--- src/rtl/kyber_pkg.sv ---
// Constants, loader state encoding and index helpers shared by the Kyber
// polynomial front-end and the NTT core.
package kyber_pkg;

    localparam int KYBER_Q    = 3329;
    localparam int KYBER_N    = 256;
    localparam int COEFF_W    = 12;
    localparam int LANES      = 8;
    localparam int WORD_W     = 96;
    localparam int RAM_ADDR_W = 8;

    typedef enum logic [1:0] {
        ST_IDLE  = 2'd0,
        ST_FILL  = 2'd1,
        ST_FLUSH = 2'd2,
        ST_DONE  = 2'd3
    } load_state_t;

    function automatic logic [4:0] bitrev5(input logic [4:0] x);
        return {x[0], x[1], x[2], x[3], x[4]};
    endfunction

endpackage

--- src/rtl/mod_q_csub.sv ---
// Conditional subtract of Q: maps any input below 2Q into [0, Q).
module mod_q_csub #(
    parameter int Q = kyber_pkg::KYBER_Q,
    parameter int W = kyber_pkg::COEFF_W
) (
    input  logic [W-1:0] x,
    output logic [W-1:0] y
);

    localparam logic [W-1:0] QV = W'(Q);

    assign y = (x >= QV) ? (x - QV) : x;

endmodule

--- src/rtl/ntt_poly_loader.sv ---
// Collects 256 natural-order coefficients, reduces them mod q, scatters them into the
// bit-reversed 8-lane word layout of the NTT core and burst-writes 32 words to RAM.
module ntt_poly_loader #(
    parameter int Q       = kyber_pkg::KYBER_Q,
    parameter int COEFF_W = kyber_pkg::COEFF_W,
    parameter int LANES   = kyber_pkg::LANES,
    parameter int ADDR_W  = kyber_pkg::RAM_ADDR_W
) (
    input  logic                       clk,
    input  logic                       rst,
    input  logic                       start,
    input  logic [ADDR_W-1:0]          w_data_addr_offset,
    input  logic                       in_valid,
    output logic                       in_ready,
    input  logic [COEFF_W-1:0]         in_coeff,
    output logic                       w_data_en,
    output logic [ADDR_W-1:0]          w_data_addr,
    output logic [LANES*COEFF_W-1:0]   w_data,
    output logic                       busy,
    output logic                       done
);

    import kyber_pkg::*;

    localparam int WORD_BITS = LANES * COEFF_W;
    localparam int N_WORDS   = KYBER_N / LANES;

    load_state_t           state;
    logic [7:0]            n;
    logic [4:0]            k;
    logic [ADDR_W-1:0]     offset;
    logic [WORD_BITS-1:0]  buffer [N_WORDS];

    logic                  accept;
    logic [COEFF_W-1:0]    red_coeff;
    logic [4:0]            fill_word;
    logic [2:0]            fill_lane;
    logic [4:0]            k_next;

    // Handshake: a coefficient transfers on every rising edge where in_valid && in_ready;
    // in_ready depends on state only, so in_valid may be held or dropped freely.
    assign in_ready  = (state == ST_FILL);
    assign busy      = (state != ST_IDLE);
    assign accept    = in_valid && in_ready;
    assign fill_word = bitrev5(n[5:1]);
    assign fill_lane = {n[6], n[7], n[0]};
    assign k_next    = k + 5'd1;

    mod_q_csub #(
        .Q (Q),
        .W (COEFF_W)
    ) u_csub (
        .x (in_coeff),
        .y (red_coeff)
    );

    // Buffer is deliberately unreset: every lane is rewritten before each flush.
    always_ff @(posedge clk) begin
        if (accept) begin
            buffer[fill_word][fill_lane*COEFF_W +: COEFF_W] <= red_coeff;
        end
    end

    always_ff @(posedge clk or negedge rst) begin
        if (!rst) begin
            state       <= ST_IDLE;
            n           <= '0;
            k           <= '0;
            offset      <= '0;
            w_data_en   <= 1'b0;
            w_data_addr <= '0;
            w_data      <= '0;
            done        <= 1'b0;
        end else begin
            w_data_en <= 1'b0;
            done      <= 1'b0;
            case (state)
                ST_IDLE: begin
                    if (start) begin
                        state  <= ST_FILL;
                        offset <= w_data_addr_offset;
                        n      <= '0;
                    end
                end
                ST_FILL: begin
                    if (accept) begin
                        n <= n + 8'd1;
                        // Word 0 never holds index 255, so it is complete and can be
                        // launched on the same edge as the final accept.
                        if (n == 8'd255) begin
                            state       <= ST_FLUSH;
                            k           <= '0;
                            w_data_en   <= 1'b1;
                            w_data_addr <= offset;
                            w_data      <= buffer[0];
                        end
                    end
                end
                ST_FLUSH: begin
                    // k tracks the word currently presented on the write port.
                    if (k == 5'd31) begin
                        state <= ST_DONE;
                        done  <= 1'b1;
                    end else begin
                        k           <= k_next;
                        w_data_en   <= 1'b1;
                        w_data_addr <= offset + ADDR_W'(k_next);
                        w_data      <= buffer[k_next];
                    end
                end
                ST_DONE: begin
                    state <= ST_IDLE;
                end
                default: begin
                    state <= ST_IDLE;
                end
            endcase
        end
    end

endmodule
--- config.mk ---
export PLATFORM = sky130hd
export DESIGN_NAME = ntt_poly_loader
export DESIGN_NICKNAME = d
export VERILOG_FILES = /design/src/rtl/kyber_pkg.sv /design/src/rtl/mod_q_csub.sv /design/src/rtl/ntt_poly_loader.sv
export SDC_FILE = /design/constraint.sdc
export NUM_CORES = 2
export LEC_CHECK = 0
export BUFFER_PORTS_ARGS = -buffer_cell sky130_fd_sc_hd__buf_2
export CAP_MARGIN = 20
export CORE_MARGIN = 2
export CORE_UTILIZATION = 63
export CTS_CLUSTER_SIZE = 10
export DETAILED_ROUTE_END_ITERATION = 8
export PLACE_DENSITY = 0.79
export SLEW_MARGIN = 20
export SYNTH_ARGS = -nofsm -noshare
export SYNTH_HDL_FRONTEND = slang
export SYNTH_SLANG_ARGS = --single-unit
--- constraint.sdc ---
create_clock -name clk -period 5.5 [get_ports clk]
set_clock_uncertainty 0.1 [all_clocks]
set_input_delay 1.1 -clock clk [delete_from_list [all_inputs] [get_ports clk]]
set_output_delay 1.1 -clock clk [all_outputs]
set_load 0.02 [all_outputs]
**After elaboration in Yosys (flattened, before gate mapping)**

Memory sizes are Yosys's and may differ from the RTL's.
Cells that the tools add are included.

- Flip-flop bits (word level): 129
- Bits in latches: 0
- Memory bits (writable): 3072
- Bits in read-only memories: 0
- Input port bits: 24
- Output and inout bits: 108
- Word-level logic and storage cells: 66
- Memories: 1

Memory list:

| name | words | width | rd ports | clocked after memory_dff | write ports | line | source |
|---|---|---|---|---|---|---|---|
| buffer | 32 | 96 | 2 | 0 | 1 | ntt_poly_loader.sv:32 | `logic [WORD_BITS-1:0] buffer [N_WORDS];` |

- Add/sub/neg operators: 5
- Multipliers: 1
- Div/mod/pow operators: 0
- $lt $le $gt $ge: 1
- Equal/unequal tests: 10
- Shifts and indexed selects: 2
- Muxes and demuxes: 29
- Bitwise gates (word level): 0
- Reduce and logical (&&, ||, !) cells: 9

Operators with widths:

| kind | number |
|---|---|
| $mux 96 | 4 |
| $pmux 96 s2 | 1 |
| $shift 12x34->96 const A | 1 |
| $shiftx 12x34->96 | 1 |
| $mux 8 | 5 |
| $neg 7->34 | 1 |
| $pmux 8 s2 | 2 |
| $mux 5 | 3 |
| $ge 12x12->1 const B | 1 |
| $mux 12 | 1 |
| $sub 12x12->12 const B | 1 |
| $pmux 5 s2 | 1 |
| $add 8x1->8 const B | 1 |
| $add 8x5->8 | 1 |
| $eq 8x8->1 const B | 1 |
| $mux 2 | 4 |
| $pmux 2 s4 | 1 |
| $reduce_and 4->1 | 2 |
| $mux 1 | 6 |
| $ne 2x2->1 const B | 3 |
| $reduce_bool 2->1 | 3 |
| $add 5x1->5 const B | 1 |
| $eq 5x5->1 const B | 1 |
| $mul 3x2->5 const B | 1 |
| other kinds (8) | 10 |

**Depth between registers and ports, before layout**

- Depth in word-level cells: 4
- Mapped depth: 14
- Depth with buffers taken out: 11

**Cells and area by module**

From an unflattened synthesis, not the netlist that was laid out.

- Cells, all modules: 6623
- Area, all modules: 128470.7 sq um

By module, submodules not included:

| module | instances | cells each | area each (sq um) | sequential area each (sq um) |
|---|---|---|---|---|
| ntt_poly_loader | 1 | 6578 | 128129.1 | 95476.6 |
| mod_q_csub | 1 | 45 | 341.6 | 0.0 |

**Least setup slack after synthesis**

No wires, ideal clock.

- Kind: input port to flip-flop
- Start: input port in_coeff[1]
- End: memory buffer[0][74] (netlist bit) (data pin)
- Setup time: 0.454 ns
- Data arrival time: 3.912 ns
- Required time: 4.946 ns
- Setup slack: 1.034 ns
- Cell stages on the path: 7
- Path buffers: 0
- Path through: inv_1 ha_1 or4b_1 a2111oi_2 nor3_1 a31o_2 o21ai_0

- Word-level cells in the longest chain between the ends: 3
- Elaborated cells on any way between the ends: 4
- Those cells by class: add/sub: 1; order compare: 1; shift: 1; mux: 1

Ends and longest elaborated chain:

| element | line | source |
|---|---|---|
| from (decl) | ntt_poly_loader.sv:15 | `input logic [COEFF_W-1:0] in_coeff,` |
| $sub 12x12->12 / $ge 12x12->1 (equally long branches) | mod_q_csub.sv:12 | `assign y = (x >= QV) ? (x - QV) : x;` |
| $mux 12 * | mod_q_csub.sv:12 |  |
| $shiftx 12x34->96 * | ntt_poly_loader.sv:60 | `buffer[fill_word][fill_lane*COEFF_W +: COEFF_W] <= red_coeff;` |
| to (decl) | ntt_poly_loader.sv:32 |  |

Mark *: on every way between the ends. The rest lies on a longest branch, timed or not.

**Worst setup path in the final report**

- Start: register n[7]
- End: memory buffer[27][75] (netlist bit) (data pin)

- Word-level cells in the longest chain between the ends: 3

Ends and longest elaborated chain:

| element | line | source |
|---|---|---|
| from (decl) | ntt_poly_loader.sv:29 | `logic [7:0] n;` |
| from (signal assigned) | ntt_poly_loader.sv:87 | `n <= n + 8'd1;` |
| $mul 3x2->5 | ntt_poly_loader.sv:60 |  |
| $neg 7->34 | ntt_poly_loader.sv:60 |  |
| $shiftx 12x34->96 | ntt_poly_loader.sv:60 |  |

Every way passes these cells.

==> flow_summary.ini <==
[outcome]
status = finished, violations left
violations = DRC

[global_route]
grt_pass1_vias = 71675
grt_antenna_before_repair = 17
grt_max_degree = 113
grtUsageTotal = 0.3404
grt_pass1_wl_um = 498800
overflow = 0

[yosys]
ys_warn_count = 0
ys_top_cells_by_area = edfxtp_1 72%, mux4_2 15%, dfrtp_1 2.5%
yosysSeqAreaShare = 0.7474
avgSynthCellArea_sq_um = 18.94
netlist_area_sq_um = 127800
synth-edff-count = 3072
synth_cell_type_count = 74
async_flop_share = 0.04030
ys_seq_elements = 3201
synthCells = 6745
synth_common_cells = 3,072 x edfxtp_1, 852 x mux4_2, 830 x nor2_1
yosysMostFrequentCell = edfxtp_1
synth_top_cell_area_share = 0.7221
yosysTopAreaCell = edfxtp_1
ys.flop_type = edfxtp_1
syn_nets = 6790

[clock_tree]
cts_sinks = 3201
cts_buffer_depth = 4
cts_resized = 0
numCtsBuffers = 373
h-tree-depth = 5
cts.reportedPaths.clkPinSlew_ps = 50
clk_latency_ps = 1000
cts_root_buf = clkbuf_16
cts_tree = yes

[critical_path]
setup.worst_path.start_class = flip-flop
crit_fanout = 18
slowest_delay_ps = 700
cp_cell_sequence = ha_1 -> fa_1 -> inv_1 -> nand2_1 -> nor2_1 -> ha_1 -> o211ai_2 -> buf_4 -> nand2b_1 -> buf_4 -> or3_1 -> o32ai_4 -> buf_8
worst_setup_path_end_kind = flip-flop
rr_worst_depth = 13
crit_slowest_cell = fa_1
cp.depth = 13
required_ps = 6190
cp_top_family = adder cells
crit_buf_inv = 4
arrival_ps = 5460
criticalPathCategory = reg -> reg

[power]
p_comb_frac = 0.294
p_int_w = 0.04952
vdd_drop_max_mv = 0.5495
p_leak_nw = 45.37
clkPwrFrac = 0.303
power.density_nw_per_um2 = 507.2
swShare = 0.3184
seqPwrFrac = 0.403
switchingPower_w = 0.02314

[timing]
rsz0062_at_grt = no
finalSetupViolations = 0
drv_slew = 0
period_needed_ps = 4767
worst_pin_slew_ps = 1271
hold_viol_final = 0
post-route-period-util = 0.8667
timing.fmax_mhz = 209.8
relSlewSlack = 0.1456
tns_ps = 0

[placement]
placed_area_sq_um = 132600
dp_hpwl_um = 191200
gp_congestion = 0.9503
portBuffers = 131

[final_layout]
post-route-cell-area_sq_um = 143200
areaGrowthSynthToFinish_pct = 12.12
fill_cells = 11343
layout.nets = 7067
drive_gt1_frac = 0.2463

[routing]
drt_pass1_iterations = 9
routed_wirelength_um = 346300
route.vias.total = 69683
vias_per_cell = 7.003
drc = 4
ant_nets = 0
drt_iter0_markers = 11113
wl_per_cell_um = 34.80

[min_path]
worstHoldPathCells = 2
hold_path_class = in -> reg

[job]
maxCapViolCount = 0

[floorplanning]
die_w_um = 454.3
io_pins = 132
start_util = 0.6327
die_area_sq_um = 206400
rows = 165
core_sq_um = 201900
die_h_um = 454.3
-- layout by cell type, fill, tap and decap left out, drive strengths merged, types with 8 or more instances in the layout --
cell       n
a221oi    12
inv      107
nand2    427
a31oi     19
a211oi    85
a21oi     99
nand4     15
clkbuf   612
nand2b    23
mux2i    104
and2      11
o22ai    104
dfrtp    129
diode      9
nor2     831
buf      372
o21ai    113
nand3     50
a32oi     12
ha        19
or3        8
xnor2     18
edfxtp  3072
mux2       9
mux4     852
nor3      82
-- registers in the layout (all words and copies together), names as in the netlist --
signal / flops
w_data_addr: 8
done: 1
state: 2
w_data: 96
n: 8
k: 5
buffer: 3072
w_data_en: 1
offset: 8
-- worst paths after layout --
kind	from	slack, ps	end
max	n[7]$_DFFE_PN0P_	730	buffer[27][75]$_DFFE_PP_
min	w_data_addr_offset[4]	280	offset[4]$_DFFE_PN0P_
max reg2reg	n[7]$_DFFE_PN0P_	730	buffer[27][75]$_DFFE_PP_
min reg2reg	w_data[61]$_DFFE_PN0P_	370	w_data[61]$_DFFE_PN0P_
max in group asynchronous	rst	3450	w_data[1]$_DFFE_PN0P_
min in group asynchronous	rst	560	w_data[43]$_DFFE_PN0P_
-- power groups by stage --
stage / registers, W / logic (W) / clock network, W
final: 0.0293 / 0.0214 / 0.0220
after detailed placement: 0.0298 / 0.0207 / 0
after floorplan: 0.0301 / 0.0129 / 0
after global placement: 0.0298 / 0.0201 / 0
after CTS: 0.0293 / 0.0210 / 0.0220
after global routing: 0.0293 / 0.0222 / 0.0229
-- logic make-up (layout without fill, tap and decap cells) --
family,count (synthesis),in the layout,synth area share
flops,3201,3201,0.7474
simple gates,1471,1471,0.04634
mux,965,965,0.1591
buf+inv,575,1099,0.01856
compound gates,488,488,0.02461
xor+xnor,24,24,0.001822
fa+ha+maj,21,21,0.002174
other cells,0,9,0
-- through the flow --
step	utilization	setup WS, ps	hold WS [ps]	power [W]	cells
final	0.7095	733.0	277.7	0.07266	9950
after CTS	0.7088	452.4	223.9	0.07230	9940
after global routing	0.7094	576.3	258.6	0.07445	9944
after global placement	0.6565	345.2	359.0	0.04986	9314
after floorplan	-	1034	353.1	0.04297	6745
after detailed placement	0.6568	531.1	368.3	0.05044	9317
-- layer usage --
layer  vias up  wire length (um)  global-route usage
li1      27508                 -                   -
met1     35582            114100              0.4410
met2      5496            166900              0.5318
met3      1085             42770             0.08830
met4        12             22340              0.1946
met5         -                89                   0
-- final cells by class --
cell class              count  area [sq um]  area share
diodes                      9         22.52   0.0001572
clock buffers             611         10390     0.07250
well taps                2672          3343     0.02334
clock inverters            11         96.34   0.0006726
multi-input cells        2969         30740      0.2146
inverters                 103         401.6    0.002804
flip-flops and latches   3201         95480      0.6666
repair buffers            374          2776     0.01938
-- what timing repair did --
item / 4_1_cts / 5_1_grt
hold buffers: 1 / 0
hold endpoints to repair: 4 / 0
setup buffers: 0 / 0
Power figures use the tool's default switching activity.
